$ cat src/rtl/receptor_ascii.sv
`default_nettype none
// ============================================================================
// Module   : receptor_ascii
// Brief    : Async serial receiver (start, 7 data LSB first, even parity,
//            2 stop) that assembles N_CARACTERES characters into one word.
//            Optional parity checking: RECEPTOR_ASCII_PARIDADE_EN.
// Revision : 1.0 - initial release
// ============================================================================
module receptor_ascii #(
  parameter int CLKS_POR_BIT = 434,
  parameter int N_CARACTERES = 8
) (
  input  logic                      clock,
  input  logic                      reset,
  input  logic                      iniciar,
  input  logic                      entrada_serial,
  output logic [7*N_CARACTERES-1:0] dados_ascii,
  output logic                      recebendo,
  output logic                      pronto,
  output logic                      erro_quadro,
  output logic                      erro_paridade,
  output logic [3:0]                db_estado
);

  localparam int c_tw = $clog2(CLKS_POR_BIT + 1);
  localparam int c_iw = (N_CARACTERES > 1) ? $clog2(N_CARACTERES) : 1;
  localparam logic [c_tw-1:0] c_bit    = c_tw'(CLKS_POR_BIT);
  localparam logic [c_tw-1:0] c_meio   = c_tw'(CLKS_POR_BIT / 2);
  localparam logic [c_tw-1:0] c_um     = c_tw'(1);
  localparam logic [c_iw-1:0] c_ultimo = c_iw'(N_CARACTERES - 1);

  typedef enum logic [3:0] {
    INICIAL  = 4'd0,
    ESPERA   = 4'd1,
    CONFIRMA = 4'd2,
    DADOS    = 4'd3,
    PARIDADE = 4'd4,
    PARADA   = 4'd5,
    ARMAZENA = 4'd6,
    FINAL    = 4'd7
  } estado_t;

  estado_t                  r_estado, w_proximo;
  logic                     r_sinc1, r_sinc2;
  logic [c_tw-1:0]          r_timer;
  logic [2:0]               r_bits;
  logic [6:0]               r_shift;
  logic [c_iw-1:0]          r_indice;
  logic [7*N_CARACTERES-1:0] r_dados;
  logic                     r_erro_quadro;
  logic                     w_linha, w_expira;

  // Synchronizer resets to the idle (high) line level
  always_ff @(posedge clock or posedge reset) begin
    if (reset) begin
      r_sinc1 <= 1'b1;
      r_sinc2 <= 1'b1;
    end else begin
      r_sinc1 <= entrada_serial;
      r_sinc2 <= r_sinc1;
    end
  end

  assign w_linha  = r_sinc2;
  assign w_expira = (r_timer == c_um);

  always_ff @(posedge clock or posedge reset) begin
    if (reset) r_estado <= INICIAL;
    else       r_estado <= w_proximo;
  end

  always_comb begin
    w_proximo = r_estado;
    recebendo = 1'b0;
    pronto    = 1'b0;
    case (r_estado)
      INICIAL:  if (iniciar) w_proximo = ESPERA;
      ESPERA: begin
        recebendo = 1'b1;
        if (!w_linha) w_proximo = CONFIRMA;
      end
      CONFIRMA: begin
        recebendo = 1'b1;
        if (w_expira) w_proximo = w_linha ? ESPERA : DADOS;
      end
      DADOS: begin
        recebendo = 1'b1;
        if (w_expira && (r_bits == 3'd6)) w_proximo = PARIDADE;
      end
      PARIDADE: begin
        recebendo = 1'b1;
        if (w_expira) w_proximo = PARADA;
      end
      PARADA: begin
        recebendo = 1'b1;
        if (w_expira) w_proximo = ARMAZENA;
      end
      ARMAZENA: begin
        recebendo = 1'b1;
        w_proximo = (r_indice == c_ultimo) ? FINAL : ESPERA;
      end
      FINAL: begin
        pronto = 1'b1;
        if (iniciar) w_proximo = ESPERA;
      end
      default:  w_proximo = INICIAL;
    endcase
  end

`ifdef RECEPTOR_ASCII_PARIDADE_EN
  logic r_erro_paridade;
`endif

  always_ff @(posedge clock or posedge reset) begin
    if (reset) begin
      r_timer       <= '0;
      r_bits        <= '0;
      r_shift       <= '0;
      r_indice      <= '0;
      r_dados       <= '0;
      r_erro_quadro <= 1'b0;
`ifdef RECEPTOR_ASCII_PARIDADE_EN
      r_erro_paridade <= 1'b0;
`endif
    end else begin
      case (r_estado)
        INICIAL, FINAL: begin
          if (iniciar) begin
            r_dados       <= '0;
            r_indice      <= '0;
            r_erro_quadro <= 1'b0;
`ifdef RECEPTOR_ASCII_PARIDADE_EN
            r_erro_paridade <= 1'b0;
`endif
          end
        end
        ESPERA: if (!w_linha) r_timer <= c_meio;
        CONFIRMA: begin
          if (w_expira) begin
            r_timer <= c_bit;
            r_bits  <= '0;
          end else begin
            r_timer <= r_timer - c_um;
          end
        end
        DADOS: begin
          if (w_expira) begin
            r_timer <= c_bit;
            r_shift <= {w_linha, r_shift[6:1]};
            r_bits  <= r_bits + 3'd1;
          end else begin
            r_timer <= r_timer - c_um;
          end
        end
        PARIDADE: begin
          if (w_expira) begin
            r_timer <= c_bit;
`ifdef RECEPTOR_ASCII_PARIDADE_EN
            if ((^r_shift) != w_linha) r_erro_paridade <= 1'b1;
`endif
          end else begin
            r_timer <= r_timer - c_um;
          end
        end
        PARADA: begin
          if (w_expira) begin
            r_timer <= c_bit;
            if (!w_linha) r_erro_quadro <= 1'b1;
          end else begin
            r_timer <= r_timer - c_um;
          end
        end
        ARMAZENA: begin
          // Characters with a bad stop bit are stored like any other
          for (int k = 0; k < N_CARACTERES; k++) begin
            if (r_indice == c_iw'(k)) r_dados[7*k +: 7] <= r_shift;
          end
          if (r_indice != c_ultimo) r_indice <= r_indice + c_iw'(1);
        end
        default: ;
      endcase
    end
  end

  assign dados_ascii = r_dados;
  assign erro_quadro = r_erro_quadro;
  assign db_estado   = r_estado;
`ifdef RECEPTOR_ASCII_PARIDADE_EN
  assign erro_paridade = r_erro_paridade;
`else
  assign erro_paridade = 1'b0;
`endif

endmodule
`default_nettype wire

$ cat config.mk
export PLATFORM = sky130hd
export DESIGN_NAME = receptor_ascii
export DESIGN_NICKNAME = d
export VERILOG_FILES = /design/src/rtl/receptor_ascii.sv
export SDC_FILE = /design/constraint.sdc
export NUM_CORES = 1
export LEC_CHECK = 0
export ABC_CLOCK_PERIOD_IN_PS = 6700
export BUFFER_PORTS_ARGS = -buffer_cell sky130_fd_sc_hd__buf_4
export CAP_MARGIN = 20
export CELL_PAD_IN_SITES_DETAIL_PLACEMENT = 1
export CELL_PAD_IN_SITES_GLOBAL_PLACEMENT = 1
export CORE_MARGIN = 4
export CORE_UTILIZATION = 40
export DETAILED_ROUTE_END_ITERATION = 7
export PLACE_DENSITY_LB_ADDON = 0.3
export SLEW_MARGIN = 20
export SYNTH_ARGS = -nofsm -noshare
export SYNTH_HDL_FRONTEND = slang
export SYNTH_SLANG_ARGS = --single-unit
$ cat constraint.sdc
create_clock -name clock -period 6.7 [get_ports clock]
set_input_delay 0.335 -clock clock [delete_from_list [all_inputs] [get_ports clock]]
set_output_delay 0.335 -clock clock [all_outputs]
set_load 0.1 [all_outputs]
Word-level counts from Yosys, hierarchy flattened
Index checks and enable logic that the tools add are counted.
{"block": "totals", "reg_bits": 85, "input_bits": 4, "out_inout_bits": 64, "elab_cells": 111}
{"block": "op_classes", "add_sub_neg": 3, "eq_ne": 34, "n_mux": 34, "reduce_logical": 24}
{"operator": "56-bit one-hot mux with 2 select lines", "count": 1}
{"operator": "56-bit two-way mux", "count": 1}
{"operator": "7-bit two-way mux", "count": 8}
{"operator": "2-bit inequality test, second input constant", "count": 16}
{"operator": "3-bit AND reduction", "count": 10}
{"operator": "4-bit one-hot mux with 7 select lines", "count": 1}
{"operator": "4-bit two-way mux", "count": 6}
{"operator": "9-bit two-way mux", "count": 2}
{"operator": "9-bit one-hot mux with 2 select lines", "count": 1}
{"operator": "4-bit by 3-bit == test with 1-bit output, second input constant", "count": 4}
{"operator": "3-bit == test, second input constant", "count": 5}
{"operator": "3-bit two-way mux", "count": 5}
{"operator": "3-bit one-hot mux with 2 select lines", "count": 2}
{"operator": "9-bit by 1-bit == test with 1-bit output, second input constant", "count": 1}
{"operator": "9-bit by 1-bit subtractor with 9-bit output, second input constant", "count": 1}
{"operator": "4-bit by 2-bit == test with 1-bit output, second input constant", "count": 2}
{"operator": "2-bit nonzero test", "count": 4}
{"operator": "3-bit by 1-bit adder with 3-bit output, second input constant", "count": 2}
{"operator": "3-bit by 2-bit == test with 1-bit output, second input constant", "count": 2}
{"operator": "6-bit AND reduction", "count": 1}
{"operator": "6-bit OR reduction", "count": 1}
{"operator": "1-bit two-way mux", "count": 5}
{"operator": "4-bit by 1-bit == test with 1-bit output, second input constant", "count": 1}
{"operator": "4-bit logical NOT", "count": 1}
{"operator": "other kinds (11)", "count": 12}

Depth between registers and ports, before layout
{"block": "logic_depth", "depth_word": 4, "depth_mapped": 7, "mapped_depth_nobuf": 6}

Worst setup path after synthesis
OpenSTA, ideal clock, no wires.
{"block": "synth_timing", "path_kind": "flip-flop to output port", "from": "register r_estado[1] (netlist: db_estado[1])", "to": "output recebendo", "arrival_ps": 3226, "required_ps": 6365, "path_slack_ps": 3139, "path_stages_with_launch": 5, "n_path_buf": 2, "cell_sequence": "dfrtp_1 -> clkbuf_1 -> clkbuf_1 -> and3_1 -> nor2_1"}
{"block": "synth_between", "elab_chain_cells": 3, "elab_cells_between_ends": 8, "cone_classes": "eq/ne: 6; mux: 1; reduce/logical: 1"}
{"element": "start: declaration", "line": "43", "text": "estado_t r_estado, w_proximo;"}
{"element": "start signal: assignment", "line": "69", "text": "else r_estado <= w_proximo;"}
{"element": "4-bit by 3-bit == test with 1-bit output, or another cell as far along", "line": "76", "text": "case (r_estado)"}
{"element": "6-bit OR reduction (no source line) (*)"}
{"element": "1-bit two-way mux (*)", "line": "76"}
{"element": "end: declaration", "line": "18", "text": "output logic recebendo,"}
Every way passes the cells marked *; elsewhere a longest branch is shown, timed or not.

Final worst setup path
{"block": "layout_timing", "from": "register r_estado[1] (netlist: db_estado[1])", "to": "register r_dados[44] (netlist: dados_ascii[44])"}
{"block": "layout_between", "elab_chain_cells": 4, "elab_cells_between_ends": 9, "cone_classes": "eq/ne: 4; mux: 1; reduce/logical: 4"}
{"element": "4-bit by 3-bit == test with 1-bit output / 4-bit logical NOT (equally long branches)", "line": "126", "text": "case (r_estado)"}
{"element": "2-bit OR reduction (no source line)"}
{"element": "2-bit by 1-bit inequality test with 1-bit output (no source line) / 2-bit nonzero test (equally long branches)"}
{"element": "3-bit AND reduction (no source line)"}
{"element": "end signal: indexed assignment", "line": "176", "text": "if (r_indice == c_iw'(k)) r_dados[7*k +: 7] <= r_shift;"}
{"element": "end: declaration", "line": "49", "text": "logic [7*N_CARACTERES-1:0] r_dados;"}
Parallel ways exist; a longest one is shown, timed or not.
A chain may end at the register's enable or synchronous reset.

==> flow_metrics.py <==
metrics = {
    "status": {
        "status": "finished, final reports clean",
    },
    "yosys": {
        "synth-simple-area-share_pct": 8.75,
        "synth_mux_area_share_pct": 18.9,
        "synthTopCellsByCount": "82 x dfrtp_1, 64 x mux2_2, 15 x o21ai_0",
        "synthesis.area_um2": 3800,
        "synth_ff_type": "dfrtp_1",
        "synth.area.top_cells": "dfrtp_1 54%, mux2_2 19%, ha_1 3.3%",
        "yosysMostFrequentCell": "dfrtp_1",
        "synth_async_sr_flop_share_pct": 100,
        "synth-seq-cells": 84,
        "yosysTopAreaCellShare_pct": 53.9,
        "synthAdderAreaFrac_pct": 3.29,
        "synth_top_family_by_area": "multiplexers",
        "synth_edf_count": 0,
        "yosys_warnings": 0,
        "synth_top_area_cell": "dfrtp_1",
        "syn_avg_cell_area_um2": 12.6,
        "syn_inst": 302,
        "yosysSeqAreaShare_pct": 55.3,
        "synth_compound_area_share_pct": 9.11,
        "synth_cell_types": 53,
        "synth_xor_area_share_pct": 0.691,
    },
    "power_and_ir_drop": {
        "ir_drop_mv": 0.122,
        "power-per-cell-area_nw_per_um2": 257,
        "p_comb_share_pct": 22.8,
        "p_int_mw": 0.754,
        "p_seq_share_pct": 49.1,
        "p_clk_share_pct": 28.0,
        "leakagePower_nw": 2.25,
        "switching_share_pct": 35.7,
        "power_mw": 1.17,
        "power.switching_mw": 0.418,
    },
    "floorplanning": {
        "die_area_um2": 11100,
        "core_um2": 9240,
        "start_util_pct": 41.2,
        "core.rowCount": 35,
        "die_h_um": 106,
        "io-pin-count": 68,
        "die_w_um": 106,
    },
    "critical_path": {
        "critical_path.startpoint": "db_estado[1]",
        "crit_fanout": 17,
        "reg2reg_slack_ns": 4.13,
        "ff2ff_path_depth": 4,
        "endpoint_kind": "flop",
        "worstReg2RegEnd": "dados_ascii[44]",
        "worst_ep_arrival_time_ns": 2.81,
        "r2r_start": "db_estado[1]",
        "critPathKind": "flop to flop",
        "critPathLaunchType": "flop",
        "crit_end": "dados_ascii[44]",
        "cp_data_required_time_ns": 6.94,
    },
    "sta": {
        "hold_viol_final": 0,
        "skew_ns": 0.00905,
        "relSlewSlack_pct": 36.6,
        "final.setup.tns_ns": 0,
        "rsz0062_at_grt": "no",
        "max_slew.worst_pin.slew_ns": 0.947,
        "min_period_ns": 2.57,
        "finalSetupViolations": 0,
        "period_share_pct": 38.3,
        "finalMaxSlewViolations": 0,
        "timing.fmax_mhz": 390,
    },
    "routing": {
        "drtIter0Drc": 93,
        "wirelength_um": 8840,
        "drc_errors": 0,
        "ant_nets": 0,
        "dr.pass1.iters": 4,
        "via_per_inst": 5.17,
        "vias": 2548,
        "wire_per_inst_um": 17.9,
    },
    "cts": {
        "cts_tree": "yes",
        "path_clk_slew_ns": 0.09,
        "cts_made_buffers": 9,
        "clock-sinks": 84,
        "cts_buffer_depth": 2,
        "clk_root_buffer_cell": "clkbuf_8",
        "cts-htree-levels": 3,
        "cts_setup_buffers": 0,
        "cts-hold-fix-buffers": 0,
        "clock_latency_ns": 0.36,
        "post_cts_resize_count": 0,
    },
    "layout": {
        "syn2layout_area_growth_pct": 19.7,
        "nNetsFinal": 374,
        "final_cells": 493,
        "drive_gt1_share_pct": 43.7,
        "diodes": 0,
        "fillCellCount": 976,
    },
    "min_path": {
        "min_path_type": "input pin to flop",
    },
    "placed_design": {
        "gp_congestion": 0.751,
        "port_buffers": 65,
        "dp_hpwl_um": 6270,
        "dp_cells": 478,
    },
    "grt": {
        "grt_overflow": 0,
        "antenna_found_initial": 0,
        "grt_usage_pct": 16.9,
        "grt_pass1_vias": 2774,
        "grt_pass1_wl_um": 14800,
        "grt_start_max_net_pins": 85,
    },
    "job": {
        "maxCapViolCount": 0,
    },
}
-- critical path, cell delays in order, from the launching register on --
cell and delay [ns]:
dfrtp_1 0.72, nand2_1 0.20, nor2_1 0.76, a21o_1 0.37, mux2_2 0.38
-- stage by stage --
step | util, % | cell area, um2 | hold WS (ns) | worst slack [ns]
after CTS | 49.2 | 4550 | 0.0625 | 4.12
after global placement | 47.3 | 4370 | 0.348 | 4.24
after floorplan | - | 3810 | 0.339 | 3.14
after detailed placement | 47.3 | 4370 | 0.349 | 4.15
after global routing | 49.3 | 4550 | 0.0630 | 3.93
final | 49.3 | 4550 | 0.0760 | 4.13
-- registers in the layout, summed over array words and instances (netlist names) --
signal,cells
dados_ascii,56
db_estado,3
erro_quadro,1
r_bits,3
r_indice,3
r_shift,7
r_sinc1,1
r_sinc2,1
r_timer,9
-- final cells by class --
class	count	area (um2)	share of cell area (%)
Sequential cell	84	2100	46.2
Tap cell	129	161	3.54
Clock buffer	9	124	2.72
Inverter	14	53.8	1.18
Timing Repair Buffer	66	499	11.0
Multi-Input combinational cell	185	1560	34.2
Clock inverter	6	51.3	1.13
-- placed cells by master, fill, tap and decap left out, drive strengths merged, types with 4 or more instances in the layout --
master / synthesis / final
nand2: 11 / 11
ha: 10 / 10
nor3: 4 / 4
nor2b: 4 / 4
o21ai: 16 / 16
and2: 7 / 7
nand2b: 5 / 5
dfrtp: 82 / 82
buf: 12 / 66
mux2: 64 / 64
clkbuf: 8 / 9
nor2: 9 / 9
a21oi: 11 / 11
inv: 14 / 14
a21o: 4 / 4
-- cell families (layout without fill, tap and decap cells) --
kind of cell             count (synthesis)  after routing
adder cells (fa/ha/maj)                 10             10
multiplexers                            64             64
other                                    1              2
XOR/XNOR                                 3              3
buffers and inverters                   34             95
flip-flops                              84             84
AO/OA/AOI/OAI                           51             51
AND/OR/NAND/NOR                         55             55
-- layer usage --
metal | vias up | track usage, % | routed length [um]
met5 | - | 0 | 0
li1 | 1183 | - | -
met1 | 1311 | 21.8 | 4010
met4 | 0 | 4.44 | 106
met2 | 44 | 29.0 | 4450
met3 | 10 | 3.49 | 270
-- how the worst min path moves through the flow --
stage                         from       to  slack (ns)  cells past startpoint
global placement           r_sinc1  r_sinc2        0.35                      0
global route        entrada_serial  r_sinc1        0.06                      1
detailed placement         r_sinc1  r_sinc2        0.35                      0
CTS                 entrada_serial  r_sinc1        0.06                      1
finish              entrada_serial  r_sinc1        0.08                      1
floorplan           entrada_serial  r_sinc1        0.34                      0
-- power groups by stage --
stage          clock (mW)  combinational [mW]  sequential [mW]
4_1_cts             0.342               0.270            0.575
5_1_grt             0.365               0.298            0.581
2_1_floorplan           0               0.192            0.598
3_5_place_dp            0               0.269            0.585
3_3_place_gp            0               0.260            0.582
6_report            0.329               0.268            0.576
Note: power is estimated with default switching activity, not from simulation.
